**src/rtl/gbc_mem_pkg.sv**
```systemverilog
// Shared types and constants for the cartridge memory arbiter: grant and
// FSM encodings, the backing-memory request payload and the CRAM base default.
package gbc_mem_pkg;

  localparam int unsigned ROM_AW = 23;
  localparam int unsigned RAM_AW = 17;
  localparam int unsigned MEM_AW = 24;
  localparam int unsigned DW     = 8;
  localparam int unsigned AGE_W  = 2;
  localparam int unsigned TMO_W  = 8;

  localparam logic [MEM_AW-1:0] CRAM_BASE_DEFAULT = 24'h800000;
  localparam logic [AGE_W-1:0]  AGE_MAX           = '1;

  typedef enum logic [1:0] {
    GNT_NONE = 2'd0,
    GNT_ROM  = 2'd1,
    GNT_CRAM = 2'd2,
    GNT_SAV  = 2'd3
  } grant_e;

  typedef enum logic [1:0] {
    ST_IDLE  = 2'd0,
    ST_ISSUE = 2'd1,
    ST_WAIT  = 2'd2
  } state_e;

  typedef struct packed {
    logic [MEM_AW-1:0] addr;
    logic              we;
    logic [DW-1:0]     dat;
  } mem_req_t;

  // Per-requester bit vector, bit 0 = ROM, bit 1 = CRAM, bit 2 = SAV.
  function automatic logic [2:0] gnt_onehot(input grant_e g);
    case (g)
      GNT_ROM:  return 3'b001;
      GNT_CRAM: return 3'b010;
      GNT_SAV:  return 3'b100;
      default:  return 3'b000;
    endcase
  endfunction

endpackage

```
**src/rtl/gbc_arb_pick.sv**
```systemverilog
// Combinational grant selection: ROM/CRAM round-robin on a last-grant bit,
// SAV only when both are idle or once it has aged out.
module gbc_arb_pick
  import gbc_mem_pkg::*;
(
  input  logic             rom_stb_i,
  input  logic             cram_stb_i,
  input  logic             sav_stb_i,
  input  logic             last_cram_i,
  input  logic [AGE_W-1:0] age_i,
  output grant_e           gnt_c_o
);

  always_comb begin
    gnt_c_o = GNT_NONE;
    if (sav_stb_i && ((!rom_stb_i && !cram_stb_i) || (age_i == AGE_MAX))) begin
      gnt_c_o = GNT_SAV;
    end else if (rom_stb_i && cram_stb_i) begin
      gnt_c_o = last_cram_i ? GNT_ROM : GNT_CRAM;
    end else if (rom_stb_i) begin
      gnt_c_o = GNT_ROM;
    end else if (cram_stb_i) begin
      gnt_c_o = GNT_CRAM;
    end
  end

endmodule

```
**src/rtl/gbc_cart_mem_arbiter.sv**
```systemverilog
// Arbitrates ROM, cartridge-RAM and save-RAM requesters onto one pipelined
// Wishbone backing memory. Define GBC_ARB_TIMEOUT_EN for the WAIT watchdog.
module gbc_cart_mem_arbiter
  import gbc_mem_pkg::*;
#(
  parameter int unsigned       TIMEOUT_CYCLES = 255,
  parameter logic [MEM_AW-1:0] CRAM_BASE      = CRAM_BASE_DEFAULT
) (
  input  logic              clk_i,
  input  logic              rst_n_i,
  input  logic              rom_stb_i,
  input  logic              cram_stb_i,
  input  logic              sav_stb_i,
  input  logic              cram_we_i,
  input  logic              sav_we_i,
  input  logic [ROM_AW-1:0] rom_addr_i,
  input  logic [RAM_AW-1:0] cram_addr_i,
  input  logic [RAM_AW-1:0] sav_addr_i,
  input  logic [DW-1:0]     cram_dat_i,
  input  logic [DW-1:0]     sav_dat_i,
  output logic [DW-1:0]     rom_dat_o,
  output logic [DW-1:0]     cram_dat_o,
  output logic [DW-1:0]     sav_dat_o,
  output logic              rom_ack_o,
  output logic              cram_ack_o,
  output logic              sav_ack_o,
  output logic              rom_err_o,
  output logic              cram_err_o,
  output logic              sav_err_o,
  output logic              rom_stall_o,
  output logic              cram_stall_o,
  output logic              sav_stall_o,
  output logic              mem_cyc_o,
  output logic              mem_stb_o,
  output logic              mem_we_o,
  output logic [MEM_AW-1:0] mem_addr_o,
  output logic [DW-1:0]     mem_dat_o,
  input  logic [DW-1:0]     mem_dat_i,
  input  logic              mem_ack_i,
  input  logic              mem_stall_i
);

  if (TIMEOUT_CYCLES == 0 || TIMEOUT_CYCLES > 256) begin : g_bad_timeout
    $error("TIMEOUT_CYCLES must be in 1..256");
  end

  state_e           state_q, state_d;
  grant_e           gnt_q, gnt_d, gnt_pick;
  mem_req_t         req_q, req_d;
  logic             last_cram_q, last_cram_d;
  logic [AGE_W-1:0] age_q, age_d;
  logic             abandon_q, abandon_d;
  logic             mem_cyc_q, mem_cyc_d, mem_stb_q, mem_stb_d;
  logic [2:0]       ack_q, ack_d, err_q, err_d, stall_q, stall_d;
  logic [DW-1:0]    rom_dat_q, rom_dat_d, cram_dat_q, cram_dat_d, sav_dat_q, sav_dat_d;
  logic [2:0]       gnt_oh_c;
  logic             granted_stb_c, keep_c, mem_done_c, timeout_c;

  gbc_arb_pick u_pick (
    .rom_stb_i   (rom_stb_i),
    .cram_stb_i  (cram_stb_i),
    .sav_stb_i   (sav_stb_i),
    .last_cram_i (last_cram_q),
    .age_i       (age_q),
    .gnt_c_o     (gnt_pick)
  );

  assign gnt_oh_c      = gnt_onehot(gnt_q);
  assign granted_stb_c = |(gnt_oh_c & {sav_stb_i, cram_stb_i, rom_stb_i});
  // A requester that lets go of STB mid-cycle forfeits the response.
  assign keep_c        = granted_stb_c && !abandon_q;
  assign mem_done_c    = ((state_q == ST_ISSUE) && !mem_stall_i && mem_ack_i) ||
                         ((state_q == ST_WAIT) && mem_ack_i);

`ifdef GBC_ARB_TIMEOUT_EN
  localparam logic [TMO_W-1:0] TMO_LAST = TMO_W'(TIMEOUT_CYCLES - 1);
  logic [TMO_W-1:0] tmo_cnt_q;

  always_ff @(posedge clk_i) begin
    if (!rst_n_i || state_q != ST_WAIT) tmo_cnt_q <= '0;
    else                                tmo_cnt_q <= tmo_cnt_q + TMO_W'(1);
  end

  assign timeout_c = (state_q == ST_WAIT) && !mem_ack_i && (tmo_cnt_q == TMO_LAST);
`else
  assign timeout_c = 1'b0;
`endif

  always_ff @(posedge clk_i) begin
    if (!rst_n_i) state_q <= ST_IDLE;
    else          state_q <= state_d;
  end

  always_comb begin
    state_d = state_q;
    case (state_q)
      ST_IDLE:  if (gnt_pick != GNT_NONE) state_d = ST_ISSUE;
      ST_ISSUE: if (!mem_stall_i) state_d = mem_ack_i ? ST_IDLE : ST_WAIT;
      ST_WAIT:  if (mem_ack_i || timeout_c) state_d = ST_IDLE;
      default:  state_d = ST_IDLE;
    endcase
  end

  always_comb begin
    gnt_d       = gnt_q;
    req_d       = req_q;
    last_cram_d = last_cram_q;
    age_d       = age_q;
    abandon_d   = abandon_q;
    ack_d       = '0;
    err_d       = '0;
    rom_dat_d   = rom_dat_q;
    cram_dat_d  = cram_dat_q;
    sav_dat_d   = sav_dat_q;
    if (state_q == ST_IDLE) begin
      if (gnt_pick != GNT_NONE) begin
        gnt_d     = gnt_pick;
        abandon_d = 1'b0;
        case (gnt_pick)
          GNT_ROM: begin
            req_d       = '{addr: {1'b0, rom_addr_i}, we: 1'b0, dat: '0};
            last_cram_d = 1'b0;
          end
          GNT_CRAM: begin
            req_d       = '{addr: CRAM_BASE | MEM_AW'(cram_addr_i), we: cram_we_i, dat: cram_dat_i};
            last_cram_d = 1'b1;
          end
          default: req_d = '{addr: CRAM_BASE | MEM_AW'(sav_addr_i), we: sav_we_i, dat: sav_dat_i};
        endcase
        if (gnt_pick == GNT_SAV)                  age_d = '0;
        else if (sav_stb_i && age_q != AGE_MAX)   age_d = age_q + AGE_W'(1);
      end
    end else begin
      if (!granted_stb_c) abandon_d = 1'b1;
      if (mem_done_c && keep_c) begin
        ack_d = gnt_oh_c;
        case (gnt_q)
          GNT_ROM:  rom_dat_d  = mem_dat_i;
          GNT_CRAM: cram_dat_d = mem_dat_i;
          default:  sav_dat_d  = mem_dat_i;
        endcase
      end
      if (timeout_c && keep_c) err_d = gnt_oh_c;
      if (state_d == ST_IDLE) gnt_d = GNT_NONE;
    end
    mem_cyc_d = (state_d != ST_IDLE);
    mem_stb_d = (state_d == ST_ISSUE);
    stall_d   = (state_d == ST_ISSUE) ? ~gnt_onehot(gnt_d) : 3'b111;
  end

  always_ff @(posedge clk_i) begin
    if (!rst_n_i) begin
      gnt_q       <= GNT_NONE;
      req_q       <= '0;
      last_cram_q <= 1'b1;
      age_q       <= '0;
      abandon_q   <= 1'b0;
      mem_cyc_q   <= 1'b0;
      mem_stb_q   <= 1'b0;
      ack_q       <= '0;
      err_q       <= '0;
      stall_q     <= '0;
      rom_dat_q   <= '0;
      cram_dat_q  <= '0;
      sav_dat_q   <= '0;
    end else begin
      gnt_q       <= gnt_d;
      req_q       <= req_d;
      last_cram_q <= last_cram_d;
      age_q       <= age_d;
      abandon_q   <= abandon_d;
      mem_cyc_q   <= mem_cyc_d;
      mem_stb_q   <= mem_stb_d;
      ack_q       <= ack_d;
      err_q       <= err_d;
      stall_q     <= stall_d;
      rom_dat_q   <= rom_dat_d;
      cram_dat_q  <= cram_dat_d;
      sav_dat_q   <= sav_dat_d;
    end
  end

  assign rom_dat_o    = rom_dat_q;
  assign cram_dat_o   = cram_dat_q;
  assign sav_dat_o    = sav_dat_q;
  assign rom_ack_o    = ack_q[0];
  assign cram_ack_o   = ack_q[1];
  assign sav_ack_o    = ack_q[2];
  assign rom_err_o    = err_q[0];
  assign cram_err_o   = err_q[1];
  assign sav_err_o    = err_q[2];
  assign rom_stall_o  = stall_q[0];
  assign cram_stall_o = stall_q[1];
  assign sav_stall_o  = stall_q[2];
  assign mem_cyc_o    = mem_cyc_q;
  assign mem_stb_o    = mem_stb_q;
  assign mem_we_o     = req_q.we;
  assign mem_addr_o   = req_q.addr;
  assign mem_dat_o    = req_q.dat;

endmodule

```
**config.mk**
```make
export PLATFORM = sky130hd
export DESIGN_NAME = gbc_cart_mem_arbiter
export DESIGN_NICKNAME = d
export VERILOG_FILES = /design/src/rtl/gbc_mem_pkg.sv /design/src/rtl/gbc_arb_pick.sv /design/src/rtl/gbc_cart_mem_arbiter.sv
export SDC_FILE = /design/constraint.sdc
export NUM_CORES = 1
export LEC_CHECK = 0
export BUFFER_PORTS_ARGS = -buffer_cell sky130_fd_sc_hd__buf_2
export CORE_ASPECT_RATIO = 1.5
export CORE_UTILIZATION = 24
export DETAILED_ROUTE_END_ITERATION = 6
export GPL_TIMING_DRIVEN = 0
export PLACE_DENSITY = 0.51
export REMOVE_ABC_BUFFERS = 1
export SETUP_SLACK_MARGIN = 0.3
export SYNTH_ARGS = -nofsm -noshare
export SYNTH_HDL_FRONTEND = slang
export SYNTH_SLANG_ARGS = --single-unit
```
**constraint.sdc**
```tcl
create_clock -name clk_i -period 2.7 [get_ports clk_i]
set_input_delay 0.27 -clock clk_i [delete_from_list [all_inputs] [get_ports clk_i]]
set_output_delay 0.27 -clock clk_i [all_outputs]
set_load 0.01 [all_outputs]
```
Word level (Yosys, flattened, before mapping). Cells that the tools add are included. W data, S select, Z words.

Bits in registers: 73. Latch bits: 0. RAM bits: 0. Memory bits (read-only): 0. Input port bits: 90. Logic and storage cells: 92. Memories kept: 0.

$add $sub $neg: 1. Multipliers: 0. Div/mod/pow operators: 0. Order comparisons: 0. Equal/unequal tests: 16. Shift operators: 0. Muxes and demuxes: 23. Bitwise gates (word level): 6. Reduce and logical (&&, ||, !) cells: 31.

Operator list (count): $pmux W33 S2 (1); $mux W2 (14); $pmux W3 S3 (2); $eq A2 B2 Y1 const B (8); $reduce_and A3 Y1 (5); $eq A2 B1 Y1 const B (5); $logic_and A1 B1 Y1 (9); $reduce_bool A2 Y1 (4); $pmux W2 S3 (1); $reduce_or A3 Y1 (2); $logic_not A1 Y1 (4); $logic_not A2 Y1 (2); $ne A2 B2 Y1 const B (2); $not A1 Y1 (4); $reduce_and A2 Y1 (2); $and A3 B3 Y3 (1); $mux W1 (3); $mux W3 (1); $not A3 Y3 (1); $add A2 B1 Y2 const B (1); $logic_or A1 B1 Y1 (2); $ne A2 B1 Y1 const B (1); $pmux W1 S2 (1); $reduce_or A2 Y1 (1).

Longest topological paths before layout. Gate-level depths: netlist of the first run.

Word-level depth: 15. Gate-level depth with buffers: 10.

Hierarchy. Synthesis of the first run repeated with hierarchy kept, for this count alone.

Cell total of the unflattened synthesis: 347. Area total of the unflattened synthesis: 3329.4 µm².

Modules (own cells, without submodules): gbc_cart_mem_arbiter (instances 1, cells each 341, area each 3290.7 µm²); gbc_arb_pick (instances 1, cells each 6, area each 38.8 µm²).

Least setup slack after synthesis of the first run. No wires, ideal clock.

Path kind: flip-flop to flip-flop. Start point: register age_q[0]. End point: register req_q, in the netlist mem_dat_o[0]. Data arrival time: 2.121 ns. Setup slack: 0.447 ns. Stages on the path, launching flop included: 11. Buffers on the path: 2. Period minus slack after synthesis: 2.253 ns. Path through: dfxtp_1 > ha_1 > nand2b_1 > a22oi_1 > inv_1 > ha_1 > clkbuf_1 > and2_1 > buf_1 > a221oi_1 > nor3_1.

Longest elaborated chain between the ends: 6.

Ends and longest elaborated chain: start: declaration (RTL line gbc_cart_mem_arbiter.sv:51) `logic [AGE_W-1:0] age_q, age_d;`; start signal: assignment (RTL line gbc_cart_mem_arbiter.sv:170) `age_q <= age_d;`; $eq A2 B2 Y1 * (RTL line gbc_arb_pick.sv:16) `if (sav_stb_i && ((!rom_stb_i && !cram_stb_i) || (age_i == AGE_MAX))) begin`; $logic_or A1 B1 Y1 * (RTL line gbc_arb_pick.sv:16); $logic_and A1 B1 Y1 * (RTL line gbc_arb_pick.sv:16); $mux W2 * (RTL line gbc_arb_pick.sv:16); $eq A2 B2 Y1 (tied with other cells) (RTL line gbc_cart_mem_arbiter.sv:119) `case (gnt_pick)`; $pmux W33 S2 or $reduce_and A2 Y1 (tied branches); end signal: assignment (RTL line gbc_cart_mem_arbiter.sv:168) `req_q <= req_d;`; end: declaration (RTL line gbc_cart_mem_arbiter.sv:49) `mem_req_t req_q, req_d;`.

Every way passes the cells marked *; elsewhere a longest branch is shown, timed or not. A chain may end at the register's enable or synchronous reset.

Worst setup path after layout of the first run.
Start point: register age_q[0]. End point: register last_cram_q.

Longest elaborated chain between the ends: 7.

Ends and longest elaborated chain: $eq A2 B2 Y1 * (RTL line gbc_arb_pick.sv:16); $logic_or A1 B1 Y1 * (RTL line gbc_arb_pick.sv:16); $logic_and A1 B1 Y1 * (RTL line gbc_arb_pick.sv:16); $mux W2 * (RTL line gbc_arb_pick.sv:16); $eq A2 B2 Y1 or $eq A2 B1 Y1 (tied branches) (RTL line gbc_cart_mem_arbiter.sv:119); $reduce_bool A2 Y1 (no source line); $reduce_and A3 Y1 (no source line); end signal: assignment (RTL line gbc_cart_mem_arbiter.sv:169) `last_cram_q <= last_cram_d;`; end: declaration (RTL line gbc_cart_mem_arbiter.sv:50) `logic last_cram_q, last_cram_d;`.

Marked as above.

==> key figures, run 1 <==
Timing
  – Final hold viol count: 0
  – Worst slew margin: 55.7%
  – Final Skew: 0.00702 ns
  – RSZ-0062 raised after global routing: yes
  – Hold Worst Slack: 0.168 ns
  – Peak Freq: 0.442 GHz
  – Slew @ Worst Pin: 0.665 ns
  – Post-layout min period: 2.26 ns
  – Setup Viol. Count Final: 0
  – Post-route clock period utilization: 83.8%
  – Max Transition Viols Final: 0

Routing
  – Avg WL per Cell: 14.8 um
  – WL final: 9640 um
  – Detailed Route Iter0 Violations: 76
  – Post-route antenna net violation count: 0
  – DR pass1 iterations: 4
  – Vias: 3027
  – # DRC: 0
  – Via/cell ratio: 4.66

Floorplan
  – Die area: 13600 sq um
  – Initial Util: 24.9%
  – Core area: 12600 sq um
  – Die Y: 142 um
  – IO Pins: 158
  – Row count: 50
  – DIE WIDTH: 95.4 um

Layout
  – Most common cell after layout, fill and taps aside: buf_2
  – Final nets: 586
  – Finished Core Util: 34.8%
  – Inserted Diodes: 0
  – Most frequent cells in the layout: buf_2 (154), dfxtp_1 (73), nand2_1 (58)
  – Layout cells sized above 1: 39.6%
  – Area Overhead vs Synth: 39.8%

Clock tree
  – CTS H-Tree Depth: 3
  – Sink Count: 73
  – CTS tree: built
  – Clock-pin slew of the registers on the worst-case setup and hold paths: 0.06 ns
  – Worst skew pair latency: 0.33 ns
  – CTS root buf: clkbuf_16
  – Num CTS Buffers: 9
  – Cts hold-fix bufs: 0
  – Clock buffer depth: 2

Synth
  – Share of the yosys chip area belonging to registers: 46.5%
  – Async SR Flop Fraction: 0%
  – Yosys reg bits: 73
  – Post-Syn Area: 3140 sq um
  – Synth Flop Type: dfxtp_1
  – Syn avg cell area: 9.18 sq um
  – Synth warnings: 0
  – Gate Count Post-Synth: 342
  – Post-synth EDFFs: 0
  – Synth cell types: 40

GRT
  – Vias in the first global route: 2906
  – Gr ovfl total: 0
  – Largest net degree at the start of global routing: 45
  – First-pass GRT wire length: 14400 um
  – Initial antenna violation count: 0
  – GR Util All Layers: 14.1%

Setup path
  – Critical Path Slowest Stage Cell: ha_4
  – Setup crit end kind: flip-flop
  – Crit path kind: reg -> reg
  – Crit path largest cell delay: 0.37 ns
  – Critical Path AT: 2.46 ns
  – Worst endpoint required time: 2.90 ns
  – Crit path cell chain: ha_1 -> nand2b_1 -> a22oi_2 -> inv_1 -> ha_4 -> clkinv_8 -> or3_1 -> mux2i_1 -> nand2_1
  – Crit start category: flip-flop
  – CP Max Fanout: 27

Place
  – Routability cong.: 0.716
  – Detail Placement HPWL: 6630 um
  – Buffers on Ports: 154

Power
  – Max rail drop VDD: 0.330 mV
  – Pwr Total: 2960 uW
  – Cell Pwr Density: 674 nW/um^2
  – Pleak: 0.00216 uW

Job
  – Max Cap Viol: 0

Outcome
  – Status: complete, no violations

Hold path
  – Worst min path class: in -> reg
flip-flops by register name (all words and copies together) (netlist names):
name         count
mem_addr_o      24
mem_stb_o        1
sav_dat_o        8
stall_q          3
last_cram_q      1
mem_cyc_o        1
mem_we_o         1
mem_dat_o        8
age_q            2
abandon_q        1
rom_dat_o        8
ack_q            3
gnt_q            2
cram_dat_o       8
state_q          2
per-layer routing:
layer | global-route usage [%] | up-vias | share of wire (%)
li1 | - | 1515 | -
met1 | 14.3 | 1401 | 39
met2 | 25.9 | 97 | 53
met3 | 4.11 | 14 | 6.4
met4 | 6.13 | 0 | 1.8
met5 | 0 | - | 0
cells by family (layout without fill, tap and decap cells):
group | count (synthesis) | after routing | share of synthesized area, %
adders and majority gates | 8 | 8 | 3.19
muxes | 26 | 26 | 8.29
and+or+nand+nor | 113 | 114 | 16.7
DFF | 73 | 73 | 46.5
AOI/OAI and AO/OA | 84 | 84 | 20.2
buffers and inverters | 37 | 185 | 5.06
other | 1 | 3 | 0.119
where the power goes:
part,switching (uW),internal (uW)
Combinational,378,294
Clock,458,621
Sequential,43.4,1160
Total,880,2080
timing repair:
item,CTS,global route
endpoints found under the setup margin,45,38
setup buffers,4,2
resized for setup,11,3
pin swaps,4,1
cloned,1,0
synth_stat cells (4+ instances only):
| cell type | instances | share of area (%) |
|---|---|---|
| a21oi_1 | 25 | 4.0 |
| a221o_1 | 17 | 5.4 |
| a221oi_1 | 9 | 2.5 |
| and2_1 | 4 | 0.80 |
| clkbuf_1 | 24 | 2.9 |
| dfxtp_1 | 73 | 47 |
| ha_1 | 8 | 3.2 |
| inv_1 | 5 | 0.60 |
| mux2i_1 | 26 | 8.3 |
| nand2_1 | 58 | 6.9 |
| nand2b_1 | 4 | 0.80 |
| nand3_1 | 6 | 0.96 |
| nor2_1 | 16 | 1.9 |
| nor3_1 | 11 | 1.8 |
| o211ai_1 | 18 | 4.3 |
worst max-delay path, delay by kind of cell (launching register included):
family / cells / cell delay [ns]
multiplexers: 1 / 0.16
buffers and inverters: 2 / 0.28
AO/OA/AOI/OAI: 1 / 0.21
adder cells (fa/ha/maj): 2 / 0.60
flip-flops: 1 / 0.32
AND/OR/NAND/NOR: 3 / 0.57
worst paths after layout:
kind                  startpoint              to  slack (ns)  cells past startpoint
setup / recovery        age_q[0]     last_cram_q        0.44                      9
hold / removal         mem_ack_i      state_q[1]        0.17                      2
setup reg to reg        age_q[0]     last_cram_q        0.44                      9
hold reg to reg   mem_addr_o[15]  mem_addr_o[15]        0.45                      2
cell type report:
cell class | instances | area, sq um
Clock buffer | 9 | 225
Clock inverter | 7 | 46.3
Fill cell | 1361 | 8250
Inverter | 7 | 40.0
Multi-Input combinational cell | 235 | 1580
Sequential cell | 73 | 1460
Tap cell | 156 | 195
Timing Repair Buffer | 162 | 842
stage by stage:
step / area (sq um) / setup TNS, ns / worst slack, ns / std cells
4_1_cts: 4360 / 0 / 0.207 / 647
3_3_place_gp: 3980 / -95.73 / -2.89 / 624
2_1_floorplan: 3020 / -28.91 / -1.06 / 314
3_5_place_dp: 4010 / -30.49 / -1.18 / 626
5_1_grt: 4390 / 0 / 0.275 / 649
6_report: 4390 / 0 / 0.437 / 649
Note: power is estimated with default switching activity, not from simulation.
==> run 2: changes to the inputs <==
==> constraint.sdc (replaced) <==
create_clock -name clk_i -period 2.23 [get_ports clk_i]
set_input_delay 0.223 -clock clk_i [delete_from_list [all_inputs] [get_ports clk_i]]
set_output_delay 0.223 -clock clk_i [all_outputs]
set_load 0.01 [all_outputs]
==> run 2 against run 1 <==
Against the previous run:
- clock skew down 0.0013 ns
- setup slack worse by 0.25 ns
- count of clock-buffer cells in the layout unchanged
- sequential cell count unchanged
- core utilization is 5.1 points higher
- final area up 15%
- wire length increased by 12%
- clock power is 21% higher
- non-clock buffer count rose by 29
- critical path type unchanged
==> key figures, run 2 (synthesized netlist as in run 1, its figures left out) <==
Layout
  – Fillers: 1314 (-3.5%)
  – Final cell count without fillers: 683 (+5.2%)
  – Most common cell after layout, fill and taps aside: buf_2
  – Max reg flops: 24 (unchanged)
  – Area Overhead vs Synth: 60.5%
  – Final nets: 620 (+5.8%)
  – Most frequent cells in the layout: buf_2 (154), dfxtp_1 (69), nand2_1 (58)
  – Layout cells sized above 1: 49.3% (+9.8 points)
  – Inserted Diodes: 0 (unchanged)

Routing
  – Post-route antenna net violation count: 0 (unchanged)
  – Detailed Route Iter0 Violations: 51 (-33%)
  – Avg WL per Cell: 15.8 um (+6.7%)
  – Via/cell ratio: 4.72 (+1.3%)
  – # DRC: 0 (unchanged)
  – DR pass1 iterations: 4 (unchanged)
  – Vias: 3227 (+6.6%)
  – WL final: 10800 um (+12%)

Timing
  – Final hold viol count: 0 (unchanged)
  – Setup Viol. Count Final: 0 (unchanged)
  – Final Skew: 0.00568 ns (-0.00134 ns)
  – Post-layout min period: 2.04 ns (-0.220 ns)
  – Max Transition Viols Final: 0 (unchanged)
  – RSZ-0062 raised after global routing: yes
  – Post-route clock period utilization: 91.6% (+7.8 points)
  – Worst slew margin: 54.1% (-1.6 points)
  – Slew @ Worst Pin: 0.688 ns (+0.0233 ns)
  – Peak Freq: 0.489 GHz (+11%)

Place
  – Detail Placement HPWL: 6630 um (unchanged)
  – Buffers on Ports: 154 (unchanged)
  – Dpl cells: 626 (unchanged)
  – Routability cong.: 0.716 (unchanged)

Hold path
  – Worst min path class: in -> reg
  – Hold Path Origin: rom_addr_i[20]
  – Hold path endpoint: mem_addr_o[20]
  – Hold Crit Depth: 3 (+1)

Setup path
  – Reg-to-reg endpoint: mem_addr_o[8]
  – Crit path cell chain: ha_4 -> nand2b_4 -> a22oi_2 -> inv_2 -> buf_4 -> buf_4 -> ha_4 -> a221o_1 -> o211ai_1 -> a21oi_1
  – Crit start category: flip-flop
  – Crit path kind: reg -> reg
  – Critical Path AT: 2.25 ns (-0.21 ns)
  – Crit path largest cell delay: 0.35 ns (-0.02 ns)
  – Worst endpoint required time: 2.43 ns (-0.47 ns)
  – R2r setup slk: 0.19 ns (-0.25 ns)
  – Crit Reg-Reg Startpoint: age_q[0]
  – Setup crit end kind: flip-flop
  – Reg2Reg Depth: 10 (+1)
  – Critical Path Slowest Stage Cell: a221o_1
  – CP Max Fanout: 19 (-30%)

GRT
  – Initial antenna violation count: 0 (unchanged)
  – Vias in the first global route: 3109 (+7.0%)
  – Largest net degree at the start of global routing: 45 (unchanged)
  – Gr ovfl total: 0 (unchanged)
  – First-pass GRT wire length: 15600 um (+8.6%)
  – GR Util All Layers: 15.3% (+1.2 points)

Clock tree
  – Num CTS Buffers: 9 (unchanged)
  – Clock buffer depth: 2 (unchanged)
  – CTS H-Tree Depth: 3 (unchanged)
  – Sink Count: 73 (unchanged)
  – Cts hold-fix bufs: 0 (unchanged)
  – CTS root buf: clkbuf_16
  – CTS tree: built
  – Worst skew pair latency: 0.33 ns (about the same)
  – Clock-pin slew of the registers on the worst-case setup and hold paths: 0.06 ns (about the same)

Floorplan
  – IO Pins: 158 (unchanged)
  – Die Y: 142 um (unchanged)
  – Row count: 50 (unchanged)
  – Die area: 13600 sq um (unchanged)
  – Core area: 12600 sq um (unchanged)
  – DIE WIDTH: 95.4 um (unchanged)
  – Initial Util: 24.9% (unchanged)

Outcome
  – Status: complete, no violations

Power
  – Pleak: 0.00239 uW (+11%)
  – Pwr Total: 3950 uW (+33%)
  – Max rail drop VDD: 0.409 mV (+24%)
  – Cell Pwr Density: 783 nW/um^2 (+16%)

Job
  – Max Cap Viol: 0 (unchanged)
[run 2: cell types whose count changed in the layout (fill, tap and decap cells not counted), moves of 3 or more]
cell	before	now
buf_6	1	5
buf_12	0	5
a221oi_2	0	8
dfxtp_1	73	69
dfxtp_2	0	4
nand3_1	6	3
buf_4	6	24
and2_4	0	3
a221oi_1	9	0
ha_4	1	5
ha_1	4	1
[run 2: metal layers]
metal | track usage [%] | vias up | part of all wire, %
met5 | 0 | - | 0
met4 | 5.42 | 0 | 1.5
met3 | 3.79 | 14 | 5.3
met2 | 29.5 | 105 | 56
met1 | 15.4 | 1524 | 37
li1 | - | 1584 | -
[run 2: worst max path at each step]
stage,start,to,slack [ns],cells past startpoint
2_1_floorplan,age_q[0],age_q[1],-1.53,9
3_3_place_gp,age_q[0],stall_q[0],-3.35,9
3_5_place_dp,age_q[0],last_cram_q,-1.65,9
4_1_cts,age_q[0],mem_addr_o[12],0.19,10
5_1_grt,age_q[1],mem_addr_o[1],0.09,10
6_report,age_q[0],mem_addr_o[8],0.19,10
[run 2: timing repair]
| action | 4_1_cts | 5_1_grt |
|---|---|---|
| gates cloned | 5 | 3 |
| buffers inserted | 23 | 10 |
| setup endpoints to repair | 63 | 50 |
| resized for setup | 51 | 20 |
| pin swaps | 12 | 22 |
[run 2: power by group]
group          leakage, uW  switching, uW  internal (uW)
clock network     0.000139            560            752
registers         0.000598           57.3           1410
logic              0.00165            596            572
total              0.00239           1210           2730
[run 2: area by class of cell]
| class | instances | area (sq um) | area share (%) |
|---|---|---|---|
| timing repair inverter | 3 | 62.6 | 1.24 |
| multi-input combinational | 237 | 1830 | 36.3 |
| timing repair buffer | 191 | 1170 | 23.3 |
| clock inverter | 7 | 46.3 | 0.918 |
| clock buffer | 9 | 225 | 4.47 |
| tap | 156 | 195 | 3.87 |
| sequential | 73 | 1470 | 29.1 |
| inverter | 7 | 43.8 | 0.869 |
[run 2: worst max-delay path: cells and delay by family, from the launching register on]
family,cells,cell delay (ns)
and+or+nand+nor,1,0.13
DFF,1,0.33
buffers and inverters,3,0.35
adders and majority gates,2,0.40
AOI/OAI and AO/OA,4,0.69
[run 2: through the flow]
step / worst slack [ns] / area, sq um / setup TNS, ns / hold WS [ns] / utilization [%]
floorplan: -1.53 / 3020 / -48.18 / 0.285 / -
finish: 0.187 / 5040 / 0 / 0.136 / 39.9
global placement: -3.35 / 3980 / -116.98 / 0.435 / 31.5
CTS: 0.194 / 4790 / 0 / 0.113 / 37.9
global route: 0.0919 / 5040 / 0 / 0.135 / 39.9
detailed placement: -1.65 / 4010 / -52.21 / 0.443 / 31.8
==> run 3: changes to the inputs <==
==> constraint.sdc (replaced) <==
create_clock -name clk_i -period 2.23 [get_ports clk_i]
set_input_delay 0.1115 -clock clk_i [delete_from_list [all_inputs] [get_ports clk_i]]
set_output_delay 0.1115 -clock clk_i [all_outputs]
set_load 0.01 [all_outputs]
==> run 3 against run 2 <==
Against the previous run:
- sequential cell count unchanged
- first-iteration DRC count increased by 7.8%
- critical path depth unchanged
- setup slack got worse by 0.010 ns
- combinational power about the same
- register-to-register slack about the same
- largest cell class unchanged
==> key figures, run 3 (synthesized netlist as in run 1, its figures left out) <==
Setup path
  – Crit start category: flip-flop
  – Setup crit end kind: flip-flop
  – Crit path kind: reg -> reg
  – Critical Path AT: 2.25 ns (about the same)
  – Worst endpoint required time: 2.43 ns (about the same)
  – CP Max Fanout: 7 (-12)

Timing
  – Post-layout min period: 2.05 ns (+0.0105 ns)
  – Final hold viol count: 0 (unchanged)
  – Worst slew margin: 54.6% (+0.50 points)
  – Peak Freq: 0.487 GHz (-0.51%)
  – RSZ-0062 raised after global routing: yes
  – Final Skew: 0.00568 ns (+0.00000427 ns)
  – Max Transition Viols Final: 0 (unchanged)
  – Setup Viol. Count Final: 0 (unchanged)
  – Slew @ Worst Pin: 0.681 ns (-0.00755 ns)
  – Hold Worst Slack: 0.0248 ns (-0.112 ns)
  – Setup_tns: 0 ns (unchanged)
  – Post-route clock period utilization: 92.1% (+0.47 points)

GRT
  – Largest net degree at the start of global routing: 45 (unchanged)
  – First-pass GRT wire length: 15600 um (unchanged)
  – Gr ovfl total: 0 (unchanged)
  – Vias in the first global route: 3109 (unchanged)
  – GR Util All Layers: 15.3% (unchanged)
  – Initial antenna violation count: 0 (unchanged)

Routing
  – # DRC: 0 (unchanged)
  – Vias: 3241 (+0.43%)
  – DR pass1 iterations: 4 (unchanged)
  – WL final: 11100 um (+2.3%)
  – Avg WL per Cell: 16.2 um (+2.3%)
  – Detailed Route Iter0 Violations: 55 (+7.8%)
  – Post-route antenna net violation count: 0 (unchanged)
  – Via/cell ratio: 4.75 (+0.43%)

Place
  – Routability cong.: 0.716 (unchanged)
  – Detail Placement HPWL: 6630 um (unchanged)
  – Area post-placement: 4010 sq um (unchanged)
  – Buffers on Ports: 154 (unchanged)

Floorplan
  – IO Pins: 158 (unchanged)
  – Row count: 50 (unchanged)
  – Initial Util: 24.9% (unchanged)
  – DIE WIDTH: 95.4 um (unchanged)
  – Die area: 13600 sq um (unchanged)
  – Core area: 12600 sq um (unchanged)
  – Die Y: 142 um (unchanged)

Clock tree
  – CTS root buf: clkbuf_16
  – CTS H-Tree Depth: 3 (unchanged)
  – Sink Count: 73 (unchanged)
  – Worst skew pair latency: 0.33 ns (about the same)
  – CTS tree: built
  – Clock-pin slew of the registers on the worst-case setup and hold paths: 0.06 ns (about the same)
  – Clock buffer depth: 2 (unchanged)
  – Cts hold-fix bufs: 0 (unchanged)
  – Num CTS Buffers: 9 (unchanged)

Power
  – Pleak: 0.00239 uW (about the same)
  – Cell Pwr Density: 785 nW/um^2 (+0.31%)
  – Max rail drop VDD: 0.409 mV (-0.11%)

Layout
  – Finished Core Util: 39.9% (about the same)
  – Max reg flops: 24 (unchanged)
  – Most common cell after layout, fill and taps aside: buf_2
  – Inserted Diodes: 0 (unchanged)
  – Final instance area: 5040 sq um (about the same)
  – Layout cells sized above 1: 49.5% (+0.19 points)
  – Final nets: 620 (unchanged)
  – Fillers: 1315 (+0.076%)
  – Area Overhead vs Synth: 60.4% (about the same)
  – Most frequent cells in the layout: buf_2 (154), dfxtp_1 (68), nand2_1 (58)

Outcome
  – Status: complete, no violations

Job
  – Max Cap Viol: 0 (unchanged)

Hold path
  – Worst min path class: in -> reg
## run 3: report_power, final
group          total [uW]  switching [uW]  internal, uW
sequential           1470            58.7          1410
combinational        1180             601           575
clock                1310             561           752
## run 3: path summary, 6_finish.rpt
| path | startpoint | endpoint | slack, ns | depth (start not counted) |
|---|---|---|---|---|
| hold reg to reg | mem_addr_o[15] | mem_addr_o[15] | 0.45 | 2 |
| hold / removal | rom_addr_i[20] | mem_addr_o[20] | 0.02 | 3 |
| setup reg to reg | age_q[0] | mem_addr_o[2] | 0.18 | 10 |
| setup / recovery | age_q[0] | mem_addr_o[2] | 0.18 | 10 |
## run 3: per-layer routing
metal	vias up	GRT usage [%]	routed length [um]
met5	-	0	0
met4	0	5.42	161
met3	14	3.79	552
met2	103	29.5	6240
met1	1532	15.4	4120
li1	1592	-	-
## run 3: cell type report
cell class	instances	area (sq um)	area share (%)
clock buffers	9	225	4.47
inverters	7	41.3	0.819
repair buffers	190	1160	23.1
well taps	156	195	3.87
multi-input cells	238	1830	36.4
clock inverters	7	46.3	0.919
flip-flops and latches	73	1470	29.2
repair inverters	3	62.6	1.24
## run 3: per-stage QoR
| stage | total power [uW] | setup slack [ns] | instances |
|---|---|---|---|
| floorplan | 1920 | -1.53 | 314 |
| CTS | 3890 | 0.177 | 670 |
| finish | 3960 | 0.176 | 683 |
| global route | 4160 | 0.0829 | 683 |
| detailed placement | 2250 | -1.65 | 626 |
| global placement | 2220 | -3.35 | 624 |
## run 3: critical path: stages, from the launching register on
cell	delay (ns)
dfxtp_2	0.33
ha_4	0.17
nand2b_4	0.13
a22oi_2	0.17
inv_2	0.09
ha_4	0.34
buf_12	0.17
clkinv_8	0.08
a221o_1	0.26
o211ai_1	0.09
a21oi_1	0.08
## run 3: timing repair
item,4_1_cts,5_1_grt
gates resized for setup,50,23
endpoints found under the setup margin,63,53
setup buffers,23,9
endpoints found under the hold margin,0,0
pin swaps,12,21
gates cloned,5,4
